===== src/rtl/mc_ctrl.sv =====
// Multicycle control sequencer: a Moore FSM stepping FETCH/DECODE/EXEC/MEM/WB with memory stalls.
// Optional memory-timeout watchdog enabled by defining MC_CTRL_TIMEOUT_EN.
module mc_ctrl #(
  parameter int unsigned TIMEOUT_CYCLES = 16
) (
  input  logic       clk,
  input  logic       reset,
  input  logic [3:0] opcode,
  input  logic       zero,
  input  logic       mem_ready,
  output logic       mem_req,
  output logic       mem_we,
  output logic       iord,
  output logic       ir_write,
  output logic       pc_write,
  output logic [1:0] pc_src,
  output logic       alu_src_a,
  output logic [1:0] alu_src_b,
  output logic [2:0] aluop,
  output logic       reg_write,
  output logic       mem_to_reg,
  output logic [2:0] state,
  output logic       halted,
  output logic       err
);

  typedef enum logic [2:0] {
    StFetch  = 3'd0,
    StDecode = 3'd1,
    StExec   = 3'd2,
    StMem    = 3'd3,
    StWb     = 3'd4,
    StHalt   = 3'd5
  } state_e;

  localparam logic [2:0] AluAdd = 3'b010;
  localparam logic [2:0] AluSub = 3'b110;

  localparam logic [3:0] OpLw   = 4'b1000;
  localparam logic [3:0] OpSw   = 4'b1001;
  localparam logic [3:0] OpBeq  = 4'b1010;
  localparam logic [3:0] OpJ    = 4'b1011;
  localparam logic [3:0] OpAddi = 4'b1100;
  localparam logic [3:0] OpNop1 = 4'b1101;
  localparam logic [3:0] OpNop2 = 4'b1110;
  localparam logic [3:0] OpHalt = 4'b1111;

  state_e state_q, state_d;
  logic   timeout;

`ifdef MC_CTRL_TIMEOUT_EN
  logic [7:0] wait_cnt_q, wait_cnt_d;
  logic       err_q, err_d;
  logic       waiting;

  // Derived from registered state so the watchdog never loops through the output logic.
  assign waiting = ((state_q == StFetch) || (state_q == StMem)) && !mem_ready;

  always_comb begin
    wait_cnt_d = 8'd0;
    timeout    = 1'b0;
    if (waiting) begin
      wait_cnt_d = wait_cnt_q + 8'd1;
      timeout    = (wait_cnt_d >= 8'(TIMEOUT_CYCLES));
    end
    err_d = err_q | timeout;
  end

  always_ff @(posedge clk) begin
    if (reset) begin
      wait_cnt_q <= 8'd0;
      err_q      <= 1'b0;
    end else begin
      wait_cnt_q <= wait_cnt_d;
      err_q      <= err_d;
    end
  end

  assign err = err_q & ~reset;
`else
  logic unused_timeout_cycles;
  assign unused_timeout_cycles = ^TIMEOUT_CYCLES;
  assign timeout = 1'b0;
  assign err     = 1'b0;
`endif

  always_comb begin
    state_d    = state_q;
    mem_req    = 1'b0;
    mem_we     = 1'b0;
    iord       = 1'b0;
    ir_write   = 1'b0;
    pc_write   = 1'b0;
    pc_src     = 2'b00;
    alu_src_a  = 1'b0;
    alu_src_b  = 2'b00;
    aluop      = 3'b000;
    reg_write  = 1'b0;
    mem_to_reg = 1'b0;
    halted     = 1'b0;

    case (state_q)
      StFetch: begin
        mem_req   = 1'b1;
        alu_src_b = 2'b01;
        aluop     = AluAdd;
        if (mem_ready) begin
          ir_write = 1'b1;
          pc_write = 1'b1;
          state_d  = StDecode;
        end
      end
      StDecode: begin
        alu_src_b = 2'b11;
        aluop     = AluAdd;
        case (opcode)
          OpJ: begin
            pc_write = 1'b1;
            pc_src   = 2'b10;
            state_d  = StFetch;
          end
          OpHalt:         state_d = StHalt;
          OpNop1, OpNop2: state_d = StFetch;
          default:        state_d = StExec;
        endcase
      end
      StExec: begin
        state_d = StFetch;
        if (!opcode[3]) begin
          alu_src_a = 1'b1;
          aluop     = opcode[2:0];
          state_d   = StWb;
        end else begin
          case (opcode)
            OpAddi, OpLw, OpSw: begin
              alu_src_a = 1'b1;
              alu_src_b = 2'b10;
              aluop     = AluAdd;
              state_d   = (opcode == OpAddi) ? StWb : StMem;
            end
            OpBeq: begin
              alu_src_a = 1'b1;
              aluop     = AluSub;
              pc_src    = 2'b01;
              pc_write  = zero;
            end
            default: ;
          endcase
        end
      end
      StMem: begin
        mem_req = 1'b1;
        iord    = 1'b1;
        mem_we  = (opcode == OpSw);
        if (mem_ready) state_d = (opcode == OpLw) ? StWb : StFetch;
      end
      StWb: begin
        reg_write  = 1'b1;
        mem_to_reg = (opcode == OpLw);
        state_d    = StFetch;
      end
      StHalt:  halted = 1'b1;
      default: state_d = StFetch;
    endcase

    if (timeout) state_d = StHalt;

    // Reset silences every output, aborting any in-flight memory access.
    if (reset) begin
      mem_req    = 1'b0;
      mem_we     = 1'b0;
      iord       = 1'b0;
      ir_write   = 1'b0;
      pc_write   = 1'b0;
      pc_src     = 2'b00;
      alu_src_a  = 1'b0;
      alu_src_b  = 2'b00;
      aluop      = 3'b000;
      reg_write  = 1'b0;
      mem_to_reg = 1'b0;
      halted     = 1'b0;
    end
  end

  assign state = reset ? 3'd0 : state_q;

  always_ff @(posedge clk) begin
    if (reset) state_q <= StFetch;
    else       state_q <= state_d;
  end

endmodule


===== config.mk =====
export PLATFORM = sky130hd
export DESIGN_NAME = mc_ctrl
export DESIGN_NICKNAME = d
export VERILOG_FILES = /design/src/rtl/mc_ctrl.sv
export SDC_FILE = /design/constraint.sdc
export NUM_CORES = 1
export LEC_CHECK = 0
export ABC_AREA = 1
export CAP_MARGIN = 40
export CORE_MARGIN = 5
export CORE_UTILIZATION = 25
export DETAILED_ROUTE_END_ITERATION = 6
export PLACE_DENSITY = 0.61
export RECOVER_POWER = 50
export SLEW_MARGIN = 20
export SYNTH_ARGS = -nofsm -noshare
export SYNTH_HDL_FRONTEND = slang
export SYNTH_SLANG_ARGS = --single-unit

===== constraint.sdc =====
create_clock -name clk -period 1.5 [get_ports clk]
set_clock_uncertainty 0.15 [all_clocks]
set_input_delay 0.15 -clock clk [delete_from_list [all_inputs] [get_ports clk]]
set_output_delay 0.15 -clock clk [all_outputs]
set_load 0.01 [all_outputs]

* Yosys cells after proc, flatten, opt, wreduce, memory -nomap -nowiden *
Index checks and enable logic that the tools add are counted.

storage, ports and cells
  input bits = 8
  bits in latches = 0
  memories kept = 0
  register bits after elaboration = 3
  memory bits (read-only) = 0
  word-level logic and storage cells = 70
  bits in writable memories = 0
  output and inout port bits = 20

cells by class
  muxes and demuxes = 46
  divide/modulo/power cells = 0
  shift operators = 0
  bitwise logic cells = 1
  $mul = 0
  reductions and logical operators = 7
  $add $sub $neg = 0
  equal/unequal tests = 15
  $lt $le $gt $ge = 0

operators with widths
  kind                count
  $eq 4x4->1 const B  8
  $mux 3              9
  $mux 1              25
  $pmux 3 s2          3
  $pmux 3 s5          1
  $mux 2              5
  $eq 3x2->1 const B  2
  $eq 3x3->1 const B  2
  $pmux 2 s3          1
  $reduce_or 3->1     2
  $ne 2x2->1 const B  2
  $pmux 2 s2          1
  $reduce_or 2->1     2
  $reduce_or 4->1     1
  $eq 3x1->1 const B  1
  $logic_not 3->1     1
  $pmux 1 s3          1
  $reduce_and 3->1    1
  $not 1->1           1

* Logic depth before layout (Yosys ltp) *
Gate-level depths: netlist (run 1).

  depth after elaboration = 6
  depth in mapped cells = 9

* Worst setup path after synthesis (run 1) *
No wires, ideal clock.

  path kind = register -> output
  from = register state_q[2]
  to = output port mem_to_reg
  path buffers = 0
  slack = 0.118 ns
  data arrival time = 1.082 ns
  data required time = 1.200 ns
  stages on the path, launching flop included = 4
  cell sequence = dfxtp_1 inv_2 nor3_2 and3_1

between the ends
  longest elaborated chain between the ends = 3

RTL lines
  item                    RTL line  source
  start, declared         48        state_e state_q, state_d;
  start signal, assigned  188       if (reset) state_q <= StFetch;
  start signal, assigned  189       else state_q <= state_d;
  $eq 3x3->1              102       case (state_q)
  $mux 1                  102
  $mux 1                  169       if (reset) begin
  end, declared           21        output logic mem_to_reg,

No other way between the ends.

* Worst setup path in the final report (run 1) *
  from = register state_q[1]
  to = output port alu_src_b[1]

between the ends
  longest elaborated chain between the ends = 3
  elaborated cells on any way between the ends = 5

RTL lines
  item                                      RTL line  source
  $eq 3x2->1, or another cell as far along  102
  $pmux 2 s3 (*)                            102
  $mux 2 (*)                                169
  end, declared                             18        output logic [1:0] alu_src_b,

Mark *: on every way between the ends. The rest lies on a longest branch, timed or not.

==> impl_results.md, run 1 <==
- Status: finished with violations
- Failing checks: setup timing
- Boundary Pins: 28
- Share of layout cells above drive strength 1: 61.9%
- Register area: 71.3 sq um
- Clk pwr share: 15.3%
- Post-synth cell types: 22
- Hold Buf Count CTS: 0
- Crit Path Class: flip-flop to output pin
- Total Routing Usage GR: 15.8%
- Crit Path Max Fanout: 4
- DR iter-0 viols: 9
- Internal Power: 518 uW
- Cell Rows: 16
- Cells along the critical path: inv_4 -> nor3_4 -> buf_4 -> nand3_1 -> a21oi_2 -> buf_2
- Post-Syn Area: 500 sq um
- Die Width: 54.7 microns
- Clock-pin slew on the worst setup and hold paths: 0.03 ns
- Layout overhead on the synthesized area: 129%
- CP required: 1.20 ns
- RD Place Congestion: 0.807
- Post-Syn Nets: 104
- CP Capture Type: output pin
- Htree depth: 1
- Critical path launch point type: flip-flop
- Logic pwr share: 68.8%
- Largest net degree at the start of global routing: 8
- Final setup margin: -0.260 ns
- Initial antenna violation count: 0
- Starting Density: 25.8%
- RR Endpoint: state_q[2]
- Drt pass-1 iters: 4
- Gr ovfl total: 0
- Clock tree from TritonCTS: yes
- Delay-heaviest family, CP: flip-flops
- VDD IR max: 0.656 mV
- CP Data Arrival Time: 1.46 ns
- Detail Route Antenna Nets: 0
- Die height: 54.7 microns
- Final core occ: 58.9%
- Hold path cells: 5
- Top-area cell type share of the netlist area: 18.0%
- Most common cell after layout, fill and taps aside: buf_4
- CP bufs+invs: 3
- Unrepaired setup endpoints after global routing: true
- Post-synth top area cell: nand2_1
- Max-slew violations: 0
- Vias in the first global route: 840
- Clock sink count: 3
- HP Start: reset
- Leakage: 0.618 nW
- Core Area: 1940 sq um
- Skew-Pair Late Insertion Delay: 0.22 ns
- R2R Setup Slk: -0.14 ns
- Final setup fails: 18
- Avg Cell Area, Syn: 5.21 sq um
- Flop and latch count out of synthesis: 3
- Hold slack: 0.387 ns
- Sw Share: 40.4%
- DIE AREA: 3000 sq um
- Fillers: 189
- Gate Count Post-Synth: 96
- Post-route clock period utilization: 117%
- CP max stage delay: 0.38 ns
- Sequential share of power: 15.8%
- Bufs on Longest Clock Path: 2
- Reg2Reg Depth: 11
- Root buf cell: clkbuf_4
- Synth warn: 0
- Hold Path End: state_q[1]
- Power per cell area: 761 nW/um^2
- Vias per std cell: 4.33
- Buffers on Ports: 26
- Post-synthesis sequential area ratio: 12.0%
- Most frequent cells in the layout: buf_4, nand2_1, buf_2
- Reg2Reg Launch Point: state_q[1]
- DRC Markers: 0
- Num CTS Buffers: 3
- Final nets: 169
- Tightest Hold Check Type: input pin to flip-flop
- Multi-input gate area: 468 sq um
- Critical-path top delay cell: dfxtp_4
- Biggest registers after layout: state_q (3)
- Switching power: 352 uW
- Post-DP HPWL: 1.54 mm
- First-pass GRT wire length: 3.46 mm
- Max_cap viols: 0
- Max reg flops: 3
- Vias after detailed routing: 809
- WL/cell: 11.4 microns
- Minimum clock period: 1.76 ns
- # diodes: 0
- Final wirelength: 2.14 mm
- Fmax: 568 MHz
- Most flops, register: state_q
- Synth top area cells: nand2_1, dfxtp_1, nor2_1
- Final hold violations: 0
==> cells by family (layout without fill, tap and decap cells) <==
logic type      Yosys count  in the layout  synth area share [%]
simple gates             63             63                  61.0
flops                     3              3                  12.0
compound gates            9              9                  10.0
buf+inv                  20             84                  16.3
other cells               1              1                 0.749
==> cells in the mapped netlist <==
library cell,number
nor2_4,1
and3_1,2
nand2_2,1
or2_2,1
nor3_2,3
inv_2,5
o21ai_2,1
nor2_1,16
conb_1,1
nand3_1,11
nor3_4,1
buf_2,2
o21ai_1,2
a31oi_1,1
dfxtp_1,3
nand2_1,24
nor2_2,2
o21ai_0,2
a21oi_1,3
inv_1,12
buf_4,1
nor3_1,1
==> how the worst max path moves through the flow <==
stage | start | to | slack, ns | depth (start not counted)
global placement | opcode[3] | pc_write | -0.59 | 8
global route | state_q[1] | alu_src_b[1] | -0.36 | 6
detailed placement | opcode[3] | pc_write | -0.59 | 8
finish | state_q[1] | alu_src_b[1] | -0.26 | 6
floorplan | state_q[2] | mem_to_reg | 0.12 | 3
CTS | state_q[1] | iord | -0.21 | 6
==> layout make-up <==
| class | instances | area share, % |
|---|---|---|
| clock buffers | 4 | 2.30 |
| inverters | 17 | 6.02 |
| multi-input cells | 73 | 40.9 |
| flip-flops and latches | 3 | 6.24 |
| well taps | 27 | 2.95 |
| repair buffers | 63 | 41.6 |
==> worst min-delay path: cells and delay by family <==
| family | cells | cell delay (ns) |
|---|---|---|
| buffers and inverters | 2 | 0.43 |
| and+or+nand+nor | 3 | 0.14 |
==> power by group through the flow <==
stage          clock, mW  sequential (mW)  combinational (mW)
6_report           0.133            0.138               0.599
2_1_floorplan          0            0.116               0.195
3_3_place_gp           0            0.118               0.422
5_1_grt            0.153            0.141               0.652
3_5_place_dp           0            0.118               0.427
4_1_cts            0.140            0.128               0.531
==> per-stage QoR <==
stage               TNS (ns)  total power, mW  instances  instance area, sq um  worst slack [ns]
finish                 -2.10            0.870        187                  1140            -0.260
global route           -3.76            0.946        187                  1140            -0.357
CTS                    -1.94            0.800        186                  1080            -0.213
detailed placement     -8.44            0.544        172                   972            -0.591
global placement       -8.22            0.540        172                   972            -0.588
floorplan                  0            0.311         96                   500             0.118
==> per-layer routing <==
layer	wire length, microns	vias up	global-route usage [%]
met2	1140	20	29.1
met5	0	-	0
met1	834	358	16.9
met3	120	4	3.27
met4	38	0	7.05
li1	-	427	-
==> what timing repair did <==
item,in CTS,in global routing
pin swaps,7,11
gates cloned,0,0
resized for setup,91,26
setup endpoints to repair,20,21
buffers inserted,10,2
Note: power is estimated with default switching activity, not from simulation.
==> inputs of run 2 (changes only) <==
- ABC_CLOCK_PERIOD_IN_PS: not set -> 1500
- CORE_UTILIZATION: 25 -> 37
- PLACE_DENSITY: 0.61 -> 0.83
==> run 2 against run 1 <==
The flow still finishes with violations (setup timing). Final area is 5.7% lower. Register-to-register slack better by 0.19 ns. Die area is 27% lower. Maximum frequency is 4.6% higher. Cell count is 8.0% lower. Via count is 4.7% higher. Total power is 11% lower. Setup slack better by 0.077 ns. Highest routed layer unchanged.
==> impl_results.md, run 2 (same netlist as run 1, synthesis figures left out) <==
- Status: finished with violations (unchanged)
- Failing checks: setup timing (unchanged)
- CP Data Arrival Time: 1.38 ns (was 1.46 ns)
- Num CTS Buffers: 3 (unchanged)
- Logic pwr share: 64.8% (was 68.8%)
- DR iter-0 viols: 10 (was 9)
- Unrepaired setup endpoints after global routing: true (unchanged)
- Starting Density: 38.9% (was 25.8%)
- DRC Markers: 0 (unchanged)
- Most flops, register: state_q (unchanged)
- Die Width: 46.8 microns (was 54.7 microns)
- Final wirelength: 2.40 mm (was 2.14 mm)
- # diodes: 0 (unchanged)
- Final Total Pwr: 775 uW (was 870 uW)
- Total Routing Usage GR: 21.9% (was 15.8%)
- Final nets: 166 (was 169)
- Layout overhead on the synthesized area: 115% (was 129%)
- Post-DP HPWL: 1.55 mm (was 1.54 mm)
- Final setup margin: -0.183 ns (was -0.260 ns)
- Final hold violations: 0 (unchanged)
- Switching power: 339 uW (was 352 uW)
- Fillers: 85 (was 189)
- Crit Path Class: flip-flop to output pin (unchanged)
- Hold slack: 0.369 ns (was 0.387 ns)
- Leakage: 0.597 nW (was 0.618 nW)
- Gr ovfl total: 0 (unchanged)
- Internal Power: 436 uW (was 518 uW)
- Clock sink count: 3 (unchanged)
- Root buf cell: clkbuf_4 (unchanged)
- Boundary Pins: 28 (unchanged)
- Clock tree from TritonCTS: yes (unchanged)
- Critical path launch point type: flip-flop (unchanged)
- Clk pwr share: 18.3% (was 15.3%)
- Skew-Pair Late Insertion Delay: 0.23 ns (was 0.22 ns)
- WL/cell: 13.9 microns (was 11.4 microns)
- Max-slew violations: 0 (unchanged)
- Crit Path Max Fanout: 5 (was 4)
- CP Capture Type: output pin (unchanged)
- Htree depth: 1 (unchanged)
- Buffers on Ports: 26 (unchanged)
- CP required: 1.20 ns (about the same)
- Bufs on Longest Clock Path: 2 (unchanged)
- Most common cell after layout, fill and taps aside: buf_4 (unchanged)
- Clock-pin slew on the worst setup and hold paths: 0.04 ns (was 0.03 ns)
- Tightest Hold Check Type: input pin to flip-flop (unchanged)
- Cell Rows: 13 (was 16)
- Sequential share of power: 17.0% (was 15.8%)
- Biggest registers after layout: state_q (3) (unchanged)
- RD Place Congestion: 0.862 (was 0.807)
- Largest net degree at the start of global routing: 8 (unchanged)
- Max reg flops: 3 (unchanged)
- Max_cap viols: 0 (unchanged)
- Final setup fails: 11 (was 18)
- VDD IR max: 0.661 mV (was 0.656 mV)
- Design area: 1080 sq um (was 1140 sq um)
- Core Area: 1280 sq um (was 1940 sq um)
- Power per cell area: 718 nW/um^2 (was 761 nW/um^2)
- Share of layout cells above drive strength 1: 56.1% (was 61.9%)
- First-pass GRT wire length: 3.44 mm (was 3.46 mm)
- Most frequent cells in the layout: buf_4, nand2_1, buf_2 (unchanged)
- Vias after detailed routing: 847 (was 809)
- Detail Route Antenna Nets: 0 (unchanged)
- Drt pass-1 iters: 4 (unchanged)
- Post-route clock period utilization: 112% (was 117%)
- Cell Area, Placed: 950 sq um (was 972 sq um)
- DIE AREA: 2190 sq um (was 3000 sq um)
- Fmax: 594 MHz (was 568 MHz)
- Dpl ws: -0.588 ns (was -0.591 ns)
- Initial antenna violation count: 0 (unchanged)
- Die height: 46.8 microns (was 54.7 microns)
- Sw Share: 43.8% (was 40.4%)
- Setup Total Neg Slack: -1.24 ns (was -2.10 ns)
- Minimum clock period: 1.68 ns (was 1.76 ns)
- Vias per std cell: 4.92 (was 4.33)
- Vias in the first global route: 870 (was 840)
## run 2: cell types whose count changed in the layout (fill, tap and decap cells not counted), sizes merged
| cell | before | now |
|---|---|---|
| buf | 52 | 46 |
| clkbuf | 5 | 9 |
| dlygate4sd2 | 5 | 6 |
| clkdlybuf4s50 | 3 | 2 |
| clkdlybuf4s15 | 2 | 1 |
## run 2: worst paths after layout
kind	startpoint	endpoint	slack, ns	depth (start not counted)
setup reg to reg	state_q[2]	state_q[0]	0.05	8
hold reg to reg	state_q[0]	state_q[1]	0.60	5
hold / removal	reset	state_q[0]	0.37	6
setup / recovery	state_q[0]	pc_write	-0.18	7
## run 2: layout make-up
class                      count  area [sq um]  share of cell area [%]
sequential                     3          71.3                    6.61
timing repair buffer          60           438                    40.6
tap                           15          18.8                    1.74
multi-input combinational     73           455                    42.2
clock buffer                   4          26.3                    2.44
inverter                      17          68.8                    6.38
## run 2: power groups by stage
stage | clock (mW) | sequential, mW | combinational, mW
2_1_floorplan | 0 | 0.116 | 0.195
3_3_place_gp | 0 | 0.120 | 0.400
3_5_place_dp | 0 | 0.121 | 0.407
4_1_cts | 0.147 | 0.133 | 0.418
5_1_grt | 0.152 | 0.133 | 0.543
6_report | 0.142 | 0.131 | 0.502
## run 2: metal layers
| metal | track usage, % | up-vias | wire, microns |
|---|---|---|---|
| li1 | - | 420 | - |
| met1 | 20.9 | 384 | 891 |
| met2 | 41.7 | 37 | 1320 |
| met3 | 4.98 | 6 | 143 |
| met4 | 13.3 | 0 | 46 |
| met5 | 0 | - | 0 |
## run 2: repair_timing
item / in CTS / in global routing
resized for setup: 91 / 22
pin swaps: 10 / 11
endpoints found under the hold margin: 0 / 0
buffers inserted: 4 / 6
setup endpoints to repair: 19 / 17
hold buffers: 0 / 0
## run 2: metrics by stage
| step | cells | util (%) |
|---|---|---|
| 2_1_floorplan | 96 | - |
| 3_3_place_gp | 159 | 73.9 |
| 3_5_place_dp | 159 | 73.9 |
| 4_1_cts | 167 | 76.7 |
| 5_1_grt | 172 | 83.9 |
| 6_report | 172 | 83.9 |
## run 2: critical path, stage by stage, from the launching register on
cell     delay (ns)
dfxtp_4        0.36
nor3_4         0.24
buf_6          0.15
nand2_4        0.04
nor2_4         0.09
nor2_1         0.05
nor2_1         0.09
buf_2          0.14
==> inputs of run 3 (changes only) <==
- CAP_MARGIN: 40 -> 10
==> results of run 3 <==
Final layout, timing and power as in run 2 (identical DEF).
==> patch: new RTL, flow settings as in run 2 <==
Build with the macro `MC_CTRL_TIMEOUT_EN` defined.
--- a/src/rtl/mc_ctrl.sv
+++ b/src/rtl/mc_ctrl.sv
@@ -1,5 +1,7 @@
 // Multicycle control sequencer: a Moore FSM stepping FETCH/DECODE/EXEC/MEM/WB with memory stalls.
 // Optional memory-timeout watchdog enabled by defining MC_CTRL_TIMEOUT_EN.
+`define MC_CTRL_TIMEOUT_EN
+
 module mc_ctrl #(
   parameter int unsigned TIMEOUT_CYCLES = 16
 ) (
Function: same outputs for any inputs over 10 cycles, from zero or initial values and one cycle with reset high; that may be too few to reach the edited logic, so the function may still have changed.
==> patch against run 2 <==
  * The run still ends with negative setup slack left
  * Setup slack worse by 6.8 ps
  * Final area increased by 65%
  * Global-route usage shrank 0.59 points
  * Sequential cell count is 9 higher
  * Area after synthesis rose by 84%
  * Combinational power shrank 13%
  * Wire length up 53%
  * Power is 35% higher
==> patch: results (changes against run 2) <==
Setup-failing EPs final 27 (+16); clock-pin slew on the worst setup and hold paths 80 ps (+40 ps); first-pass GRT wire length 5760 um (+68%); Inserted Clock Buffers 3 (unchanged); GPL Wtd Cong 0.897 (+4.0%); Final WS setup -190 ps (-6.79 ps); status finished, violations left; Area after DPL 0.00148 mm^2 (+56%); Post-Route Setup TNS -2380 ps (-1140 ps); Largest regs wait_cnt_q x8, state_q x3, err_q x1; largest cells by area after synthesis dfxtp_1 26%, nand2_1 13%, nor2_1 11%; Compound-Gate Fraction of Synth Area 10.4% (+0.35 points); post-synthesis sequential area ratio 26.2% (+14 points); reg2reg start state_q[2]; Post-DP HPWL 2110 um (+36%); vias in the first global route 1,276 (+47%); antenna violations before repair 0 (unchanged); Post-Synth Adder-Cell Area 2.72% (+2.7 points); total track usage 21.3% (-0.59 points); Post-Syn Nets 160 (+54%); routed length per placed instance 14.1 um (+1.1%); First DRT Iteration DRCs 65 (+55); worst skew pair latency 280 ps (+50 ps); ratio of cells with drive above 1 in the final layout 56.1% (about the same); HP Start reset; Distinct cells, synth 26 (+18%); via count 1,291 (+52%); largest net degree at the start of global routing 10 (+2); Crit Path Max Fanout 4 (-1); Lkg Pwr 0.875 nW (+46%); # port buffers 27 (+3.8%); H-tree depth 1 (unchanged); Layout Nets 241 (+45%); failing checks negative setup slack; CP delay by family, top simple AND/OR/NAND/NOR gates; peak supply drop 0.584 mV (-12%); commonest cells in the netlist 31 x nand2_1, 28 x nor2_1, 22 x inv_1, 14 x nand3_1, 12 x dfxtp_1
patch: where the power goes:
part | switching [mW] | leakage [nW] | internal [mW]
sequential | 0.0173 | 0.0999 | 0.330
clock | 0.113 | 0.0210 | 0.148
combinational | 0.224 | 0.754 | 0.214
total | 0.355 | 0.875 | 0.691
patch: kinds of logic (layout without fill, tap and decap cells):
| logic type | after synthesis | in the layout |
|---|---|---|
| and+or+nand+nor | 94 | 94 |
| DFF | 12 | 12 |
| AOI/OAI and AO/OA | 15 | 15 |
| buffers and inverters | 27 | 107 |
| adders and majority gates | 2 | 2 |
patch: stage by stage:
stage	setup WS [ps]	total power [mW]	hold slack, ps	cells
finish	-190	1.05	265	260
global route	-281	1.10	291	260
CTS	-162	1.00	248	254
detailed placement	-673	0.677	288	240
global placement	-644	0.673	285	240
floorplan	7.66	0.492	201	150
patch: repair_timing:
item	4_1_cts	5_1_grt
pin swaps	14	6
endpoints found under the setup margin	31	31
resized for setup	137	18
cloned	0	0
setup buffers	10	6
hold endpoints to repair	0	0
patch: worst register-to-register path, stage by stage, from the launching register on:
cell and delay [ps]:
dfxtp_4 370, inv_6 90, buf_6 110, nand3_4 70, buf_6 130, buf_6 110, clkinv_4 50, nand2_4 50
nand2_4 90, nand2_4 80, o21bai_4 190, nand2_1 70
patch: worst paths after layout:
path / endpoint / slack (ps) / cells after the start
max: mem_to_reg / -190 / 4
min: err_q / 260 / 5
min reg2reg: err_q / 300 / 2
max reg2reg: state_q[2] / -100 / 11
patch: layer usage:
layer / vias up / part of all wire, % / GRT usage (%)
met5: - / 0 / 0
met4: 0 / 1.4 / 9.49
met3: 8 / 6.0 / 3.24
met2: 49 / 55 / 39.8
met1: 597 / 38 / 23.3
li1: 637 / - / -
patch: area by class of cell:
class | instances | area (um^2)
Inverter | 25 | 111
Tap cell | 30 | 37.5
Timing Repair Buffer | 78 | 599
Multi-Input combinational cell | 111 | 739
Clock buffer | 4 | 36.3
Sequential cell | 12 | 253
Fill cell | 176 | 656
